--- config.mk ---
export PLATFORM = sky130hd
export DESIGN_NAME = ctrl_state_reg
export DESIGN_NICKNAME = d
export VERILOG_FILES = /design/src/rtl/cpu_ctrl_pkg.sv /design/src/rtl/ctrl_decode.sv /design/src/rtl/ctrl_state_reg.sv
export SDC_FILE = /design/constraint.sdc
export NUM_CORES = 1
export LEC_CHECK = 0
export CAP_MARGIN = 30
export CORE_MARGIN = 1.5
export CORE_UTILIZATION = 45
export DETAILED_ROUTE_END_ITERATION = 10
export DONT_BUFFER_PORTS = 1
export PLACE_DENSITY = 0.57
export SLEW_MARGIN = 25
export SYNTH_ARGS = -nofsm -noshare
export SYNTH_HDL_FRONTEND = slang
export SYNTH_SLANG_ARGS = --single-unit
--- constraint.sdc ---
create_clock -name CLK -period 5.7 [get_ports CLK]
set_input_delay 0.855 -clock CLK [delete_from_list [all_inputs] [get_ports CLK]]
set_output_delay 0.855 -clock CLK [all_outputs]
set_load 0.01 [all_outputs]
--- src/rtl/cpu_ctrl_pkg.sv ---
// Shared constants for the multicycle CPU control path.
// The state encodings and opcode values are common to the next-state
// function and to ctrl_state_reg / ctrl_decode, so they live here once.
package cpu_ctrl_pkg;

    // Control states (3-bit encoding fixed by the next-state function)
    typedef enum logic [2:0] {
        ST_IF   = 3'b000,
        ST_ID   = 3'b001,
        ST_AEXE = 3'b110,
        ST_BEXE = 3'b101,
        ST_CEXE = 3'b010,
        ST_MEM  = 3'b011,
        ST_AWB  = 3'b111,
        ST_CWB  = 3'b100
    } ctrl_state_e;

    // Opcodes (IR[31:26]) that the control path cares about
    localparam logic [5:0] OP_LW   = 6'b110001;
    localparam logic [5:0] OP_SW   = 6'b110000;
    localparam logic [5:0] OP_BEQ  = 6'b110100;
    localparam logic [5:0] OP_J    = 6'b111000;
    localparam logic [5:0] OP_JR   = 6'b111001;
    localparam logic [5:0] OP_JAL  = 6'b111010;
    localparam logic [5:0] OP_HALT = 6'b111111;

    // PC source selector values
    localparam logic [1:0] PCSRC_SEQ    = 2'b00;
    localparam logic [1:0] PCSRC_BRANCH = 2'b01;
    localparam logic [1:0] PCSRC_JR     = 2'b10;
    localparam logic [1:0] PCSRC_JUMP   = 2'b11;

    // Jump-class instructions (opcode[5:3]==111) finish in ID
    function automatic logic is_jump_class(input logic [5:0] op);
        return (op[5:3] == 3'b111);
    endfunction

endpackage

--- src/rtl/ctrl_decode.sv ---
// Purely combinational strobe decode for the multicycle control path.
// Ports:
//   i_state        current registered control state
//   i_opcode       IR[31:26]
//   i_zero         ALU zero flag (meaningful in bEXE)
//   o_pc_wre       PC write enable (last state of each instruction)
//   o_ir_wre       IR write enable
//   o_m_rd/o_m_wr  data memory read / write
//   o_reg_wre      register file write enable
//   o_pc_src       PC source select
//   o_wr_reg_d_src 1 = memory data to register file
//   o_halt_dec     halt opcode seen in ID
// Outputs are ungated; stall/halt/reset gating happens in the top level.
module ctrl_decode
    import cpu_ctrl_pkg::*;
#(
    parameter logic [5:0] HALT_OP = 6'b111111
) (
    input  logic [2:0] i_state,
    input  logic [5:0] i_opcode,
    input  logic       i_zero,
    output logic       o_pc_wre,
    output logic       o_ir_wre,
    output logic       o_m_rd,
    output logic       o_m_wr,
    output logic       o_reg_wre,
    output logic [1:0] o_pc_src,
    output logic       o_wr_reg_d_src,
    output logic       o_halt_dec
);

    // Decode state + opcode into raw strobes; unknown states give all zeros
    always_comb begin
        o_pc_wre       = 1'b0;
        o_ir_wre       = 1'b0;
        o_m_rd         = 1'b0;
        o_m_wr         = 1'b0;
        o_reg_wre      = 1'b0;
        o_pc_src       = PCSRC_SEQ;
        o_wr_reg_d_src = 1'b0;
        o_halt_dec     = 1'b0;
        case (i_state)
            ST_IF: begin
                o_ir_wre = 1'b1;
            end
            ST_ID: begin
                // Jumps complete here; halt does not write the PC
                o_pc_wre   = is_jump_class(i_opcode) && (i_opcode != HALT_OP);
                o_reg_wre  = (i_opcode == OP_JAL);
                o_halt_dec = (i_opcode == HALT_OP);
                if (i_opcode == OP_JR) begin
                    o_pc_src = PCSRC_JR;
                end else if ((i_opcode == OP_J) || (i_opcode == OP_JAL)) begin
                    o_pc_src = PCSRC_JUMP;
                end else begin
                    o_pc_src = PCSRC_SEQ;
                end
            end
            ST_BEXE: begin
                o_pc_wre = 1'b1;
                if (i_zero) begin
                    o_pc_src = PCSRC_BRANCH;
                end else begin
                    o_pc_src = PCSRC_SEQ;
                end
            end
            ST_MEM: begin
                o_m_rd = (i_opcode == OP_LW);
                o_m_wr = (i_opcode == OP_SW);
                // lw continues to cWB; every other memory op ends here
                o_pc_wre = (i_opcode != OP_LW);
            end
            ST_AWB: begin
                o_reg_wre = 1'b1;
                o_pc_wre  = 1'b1;
            end
            ST_CWB: begin
                o_reg_wre      = 1'b1;
                o_pc_wre       = 1'b1;
                o_wr_reg_d_src = 1'b1;
            end
            ST_AEXE, ST_CEXE: begin
                o_pc_src = PCSRC_SEQ;
            end
            default: begin
                o_pc_src = PCSRC_SEQ;
            end
        endcase
    end

endmodule

--- src/rtl/ctrl_state_reg.sv ---
// Control state register of the multicycle CPU.
// Registers next_state from the next-state function, feeds it back as
// i_state, gates the decoded strobes with stall/halt/reset, keeps a
// sticky halt flag and a retired-instruction counter.
// Ports:
//   CLK, Reset (sync, active-low)
//   next_state, opcode, zero, stall     inputs from datapath / next-state fn
//   i_state                             registered state
//   PCWre, IRWre, mRD, mWR, RegWre      gated strobes
//   PCSrc, WrRegDSrc                    selectors (zeroed during reset)
//   halted, retired                     status
module ctrl_state_reg
    import cpu_ctrl_pkg::*;
#(
    parameter int         CNT_W   = 32,
    parameter logic [5:0] HALT_OP = 6'b111111
) (
    input  logic             CLK,
    input  logic             Reset,
    input  logic [2:0]       next_state,
    input  logic [5:0]       opcode,
    input  logic             zero,
    input  logic             stall,
    output logic [2:0]       i_state,
    output logic             PCWre,
    output logic             IRWre,
    output logic             mRD,
    output logic             mWR,
    output logic             RegWre,
    output logic [1:0]       PCSrc,
    output logic             WrRegDSrc,
    output logic             halted,
    output logic [CNT_W-1:0] retired
);

    logic [2:0]       r_state;
    logic             r_halted;
    logic [CNT_W-1:0] r_retired;

    logic             w_pc_wre;
    logic             w_ir_wre;
    logic             w_m_rd;
    logic             w_m_wr;
    logic             w_reg_wre;
    logic [1:0]       w_pc_src;
    logic             w_wr_reg_d_src;
    logic             w_halt_dec;
    logic             w_freeze;
    logic             w_active;

    ctrl_decode #(
        .HALT_OP (HALT_OP)
    ) u_decode (
        .i_state        (r_state),
        .i_opcode       (opcode),
        .i_zero         (zero),
        .o_pc_wre       (w_pc_wre),
        .o_ir_wre       (w_ir_wre),
        .o_m_rd         (w_m_rd),
        .o_m_wr         (w_m_wr),
        .o_reg_wre      (w_reg_wre),
        .o_pc_src       (w_pc_src),
        .o_wr_reg_d_src (w_wr_reg_d_src),
        .o_halt_dec     (w_halt_dec)
    );

    // Reset abandons the current instruction, so it also kills strobes
    assign w_freeze = stall | r_halted;
    assign w_active = Reset & ~w_freeze;

    assign PCWre     = w_active & w_pc_wre;
    assign IRWre     = w_active & w_ir_wre;
    assign mRD       = w_active & w_m_rd;
    assign mWR       = w_active & w_m_wr;
    assign RegWre    = w_active & w_reg_wre;
    assign PCSrc     = Reset ? w_pc_src : PCSRC_SEQ;
    assign WrRegDSrc = Reset & w_wr_reg_d_src;

    assign i_state = r_state;
    assign halted  = r_halted;
    assign retired = r_retired;

    // State register, sticky halt flag and retired-instruction counter
    always_ff @(posedge CLK) begin
        if (!Reset) begin
            r_state   <= ST_IF;
            r_halted  <= 1'b0;
            r_retired <= {CNT_W{1'b0}};
        end else begin
            // A halt in ID keeps the core parked in ID rather than IF
            if (!w_freeze && !w_halt_dec) begin
                r_state <= next_state;
            end else begin
                r_state <= r_state;
            end
            if (w_active && w_halt_dec) begin
                r_halted <= 1'b1;
            end else begin
                r_halted <= r_halted;
            end
            if (PCWre) begin
                r_retired <= r_retired + {{(CNT_W-1){1'b0}}, 1'b1};
            end else begin
                r_retired <= r_retired;
            end
        end
    end

endmodule

==> impl_metrics.toml <==
[outcome]
outcome = "completed"

[sta]
slew_headroom = 0.371
rsz0062_at_grt = "no"
drv_slew = 0
clock_skew_ns = 0.00306
post-route-period-util = 0.574
min_period_ns = 3.27
hold_viol_final = 0
max_slew.worst_pin.slew_ns = 0.939
fmaxAchievable_mhz = 306
setup_viol = 0
tns_ns = 0
fin_ws_ns = 2.43

[place]
pre_cts_ws_ns = 2.41
dp_hpwl_um = 3060
post-place-cells = 259
portBuffers = 0
place.gp.congestion = 0.753

[logic_synthesis]
ys_seq_area_frac = 0.385
synth.largest_area_cell = "dfxtp_1"
synth_ff_type = "dfxtp_1"
syn_area_um2 = 1870
synth_seq_cells = 36
synth_top_area_frac = 0.385
async_reset_ff_frac = 0
synth_area_leaders = "dfxtp_1, xnor2_1, nor2_1"
yosys_warnings = 0
synth_edf_count = 0
syn_nets = 234
syn_inst = 220
synth_cell_types = 41
syn_area_per_cell_um2 = 8.51

[cts]
cts_resized = 0
tritoncts = "built"
clk_pin_slew_ns = 0.07
post_cts_buffers = 0
cts_hold_buf = 0
h-tree-depth = 2
cts_buffers = 5
clock_path_buffers = 2
clk_latency_ns = 0.28
clock_sinks = 36
root_buffer = "clkbuf_8"

[cells_and_area]
final_cells = 268
syn_to_final_growth_pct = 6.68
fin_nets = 231
drive_gt1_frac = 0.0688
fillers = 402
mostFrequentLayoutCells = "dfxtp_1, nor2_1, o21ai_0, nand2_1, a21oi_1"
layout_commonest_cell = "dfxtp_1"
finalCoreUtilization = 0.500
insertedDiodeCount = 0
seqCellArea_um2 = 721
multi_input_area_um2 = 1080

[setup_path]
r2r_slack_ns = 3.00
path_class = "input pin to output pin"
cp.arrival_ns = 2.42
end_kind = "output pin"
cp.required_ns = 4.85
worstPathMaxFanout = 18
r2r-start = "halted"
crit_end = "PCWre"
rr_worst_depth = 5
timing.rr.end = "retired[26]"
start_kind = "input pin"
crit_start = "Reset"

[pwr]
p_clk_frac = 0.403
cellLeakagePower_nw = 0.612
peakVddDrop_mv = 0.164
combPwrFrac = 0.039
switching_share = 0.221
p_int_w = 0.000359
p_seq_frac = 0.559
p_per_area_nw_per_um2 = 231
p_switching_w = 0.000102

[global_routing]
first_global_vias = 1429
grt_max_degree = 31
grt-ovfl-total = 0
grt_antenna_before_repair = 0
grt_pass1_wl_um = 6570
grt_usage = 0.192

[detailed_routing]
vias = 1628
drc = 0
post_drt_wl_per_cell_um = 15.9
detail_route.first_pass.iterations = 4
drt_iter0_markers = 32
finalWirelength_um = 4270
via_per_inst = 6.07
ant_nets = 0

[die]
io_pins = 57
die_area_um2 = 4560
coreArea_um2 = 4000
rows = 23
die_h_um = 67.5
die_w_um = 67.5
start_util = 0.468

[flow_run]
maxCapViolCount = 0

[worst_hold_path]
hp-class = "register to register"
[flip-flops by register name (all words and copies together) (netlist names)]
register / count
i_state: 3
halted: 1
retired: 32
[logic make-up after synthesis]
logic type | after synthesis | share of synthesized area
xor+xnor | 16 | 0.0748
buf+inv | 19 | 0.0387
fa+ha+maj | 1 | 0.00668
simple gates | 91 | 0.280
mux | 4 | 0.0220
flops | 36 | 0.385
compound gates | 53 | 0.193
[worst min path at each step]
| stage | start | endpoint | cells past startpoint |
|---|---|---|---|
| floorplan | retired[31] | retired[31] | 2 |
| global placement | retired[31] | retired[31] | 2 |
| detailed placement | retired[31] | retired[31] | 2 |
| CTS | retired[31] | retired[31] | 2 |
| global route | retired[31] | retired[31] | 2 |
| finish | retired[31] | retired[31] | 2 |
[layer usage]
| layer | up-vias | GRT usage | wire, um |
|---|---|---|---|
| li1 | 800 | - | - |
| met2 | 55 | 0.300 | 1930 |
| met1 | 768 | 0.242 | 1920 |
| met3 | 5 | 0.0717 | 364 |
| met4 | 0 | 0.0689 | 57 |
| met5 | - | 0 | 0 |
[metrics by stage]
step           hold slack (ns)  power (W)  cell area [um2]
6_report                 0.533   0.000461             2000
5_1_grt                  0.574   0.000480             2000
4_1_cts                  0.536   0.000464             1980
3_5_place_dp             0.525   0.000280             1890
3_3_place_gp             0.523   0.000279             1890
2_1_floorplan            0.497   0.000278             1870
[layout make-up]
class                           count  share of cell area
Clock buffer                        8              0.0451
Inverter                            8              0.0150
Multi-Input combinational cell    165               0.540
Sequential cell                    36               0.361
Tap cell                           50              0.0313
Timing Repair Buffer                1             0.00751
[power groups by stage]
stage | sequential (W) | clock, W | combinational, W
finish | 0.000257 | 0.000185 | 0.0000177
global route | 0.000258 | 0.000203 | 0.0000194
CTS | 0.000257 | 0.000190 | 0.0000165
detailed placement | 0.000263 | 0 | 0.0000165
global placement | 0.000263 | 0 | 0.0000161
floorplan | 0.000260 | 0 | 0.0000175
[worst max-delay path, cell delays in order]
cell	delay, ns
or3b_4	0.39
nor4b_4	0.85
or2_2	0.31
[Yosys cell counts (2+ instances only)]
cell,n
dfxtp_1,36
nor2_1,22
o21ai_0,15
nand2_1,14
a21oi_1,13
or3_1,10
xnor2_1,10
clkbuf_1,9
inv_1,8
o2111ai_1,8
and2_1,6
nand3_1,6
xor2_1,6
nand4_1,5
o211ai_1,5
o31ai_1,5
or4_1,5
nor4_1,4
and3_1,3
mux2i_1,3
nor3_1,3
and4_1,2
nand4bb_1,2
o21bai_1,2
or2_2,2
Note: power is estimated with default switching activity, not from simulation.
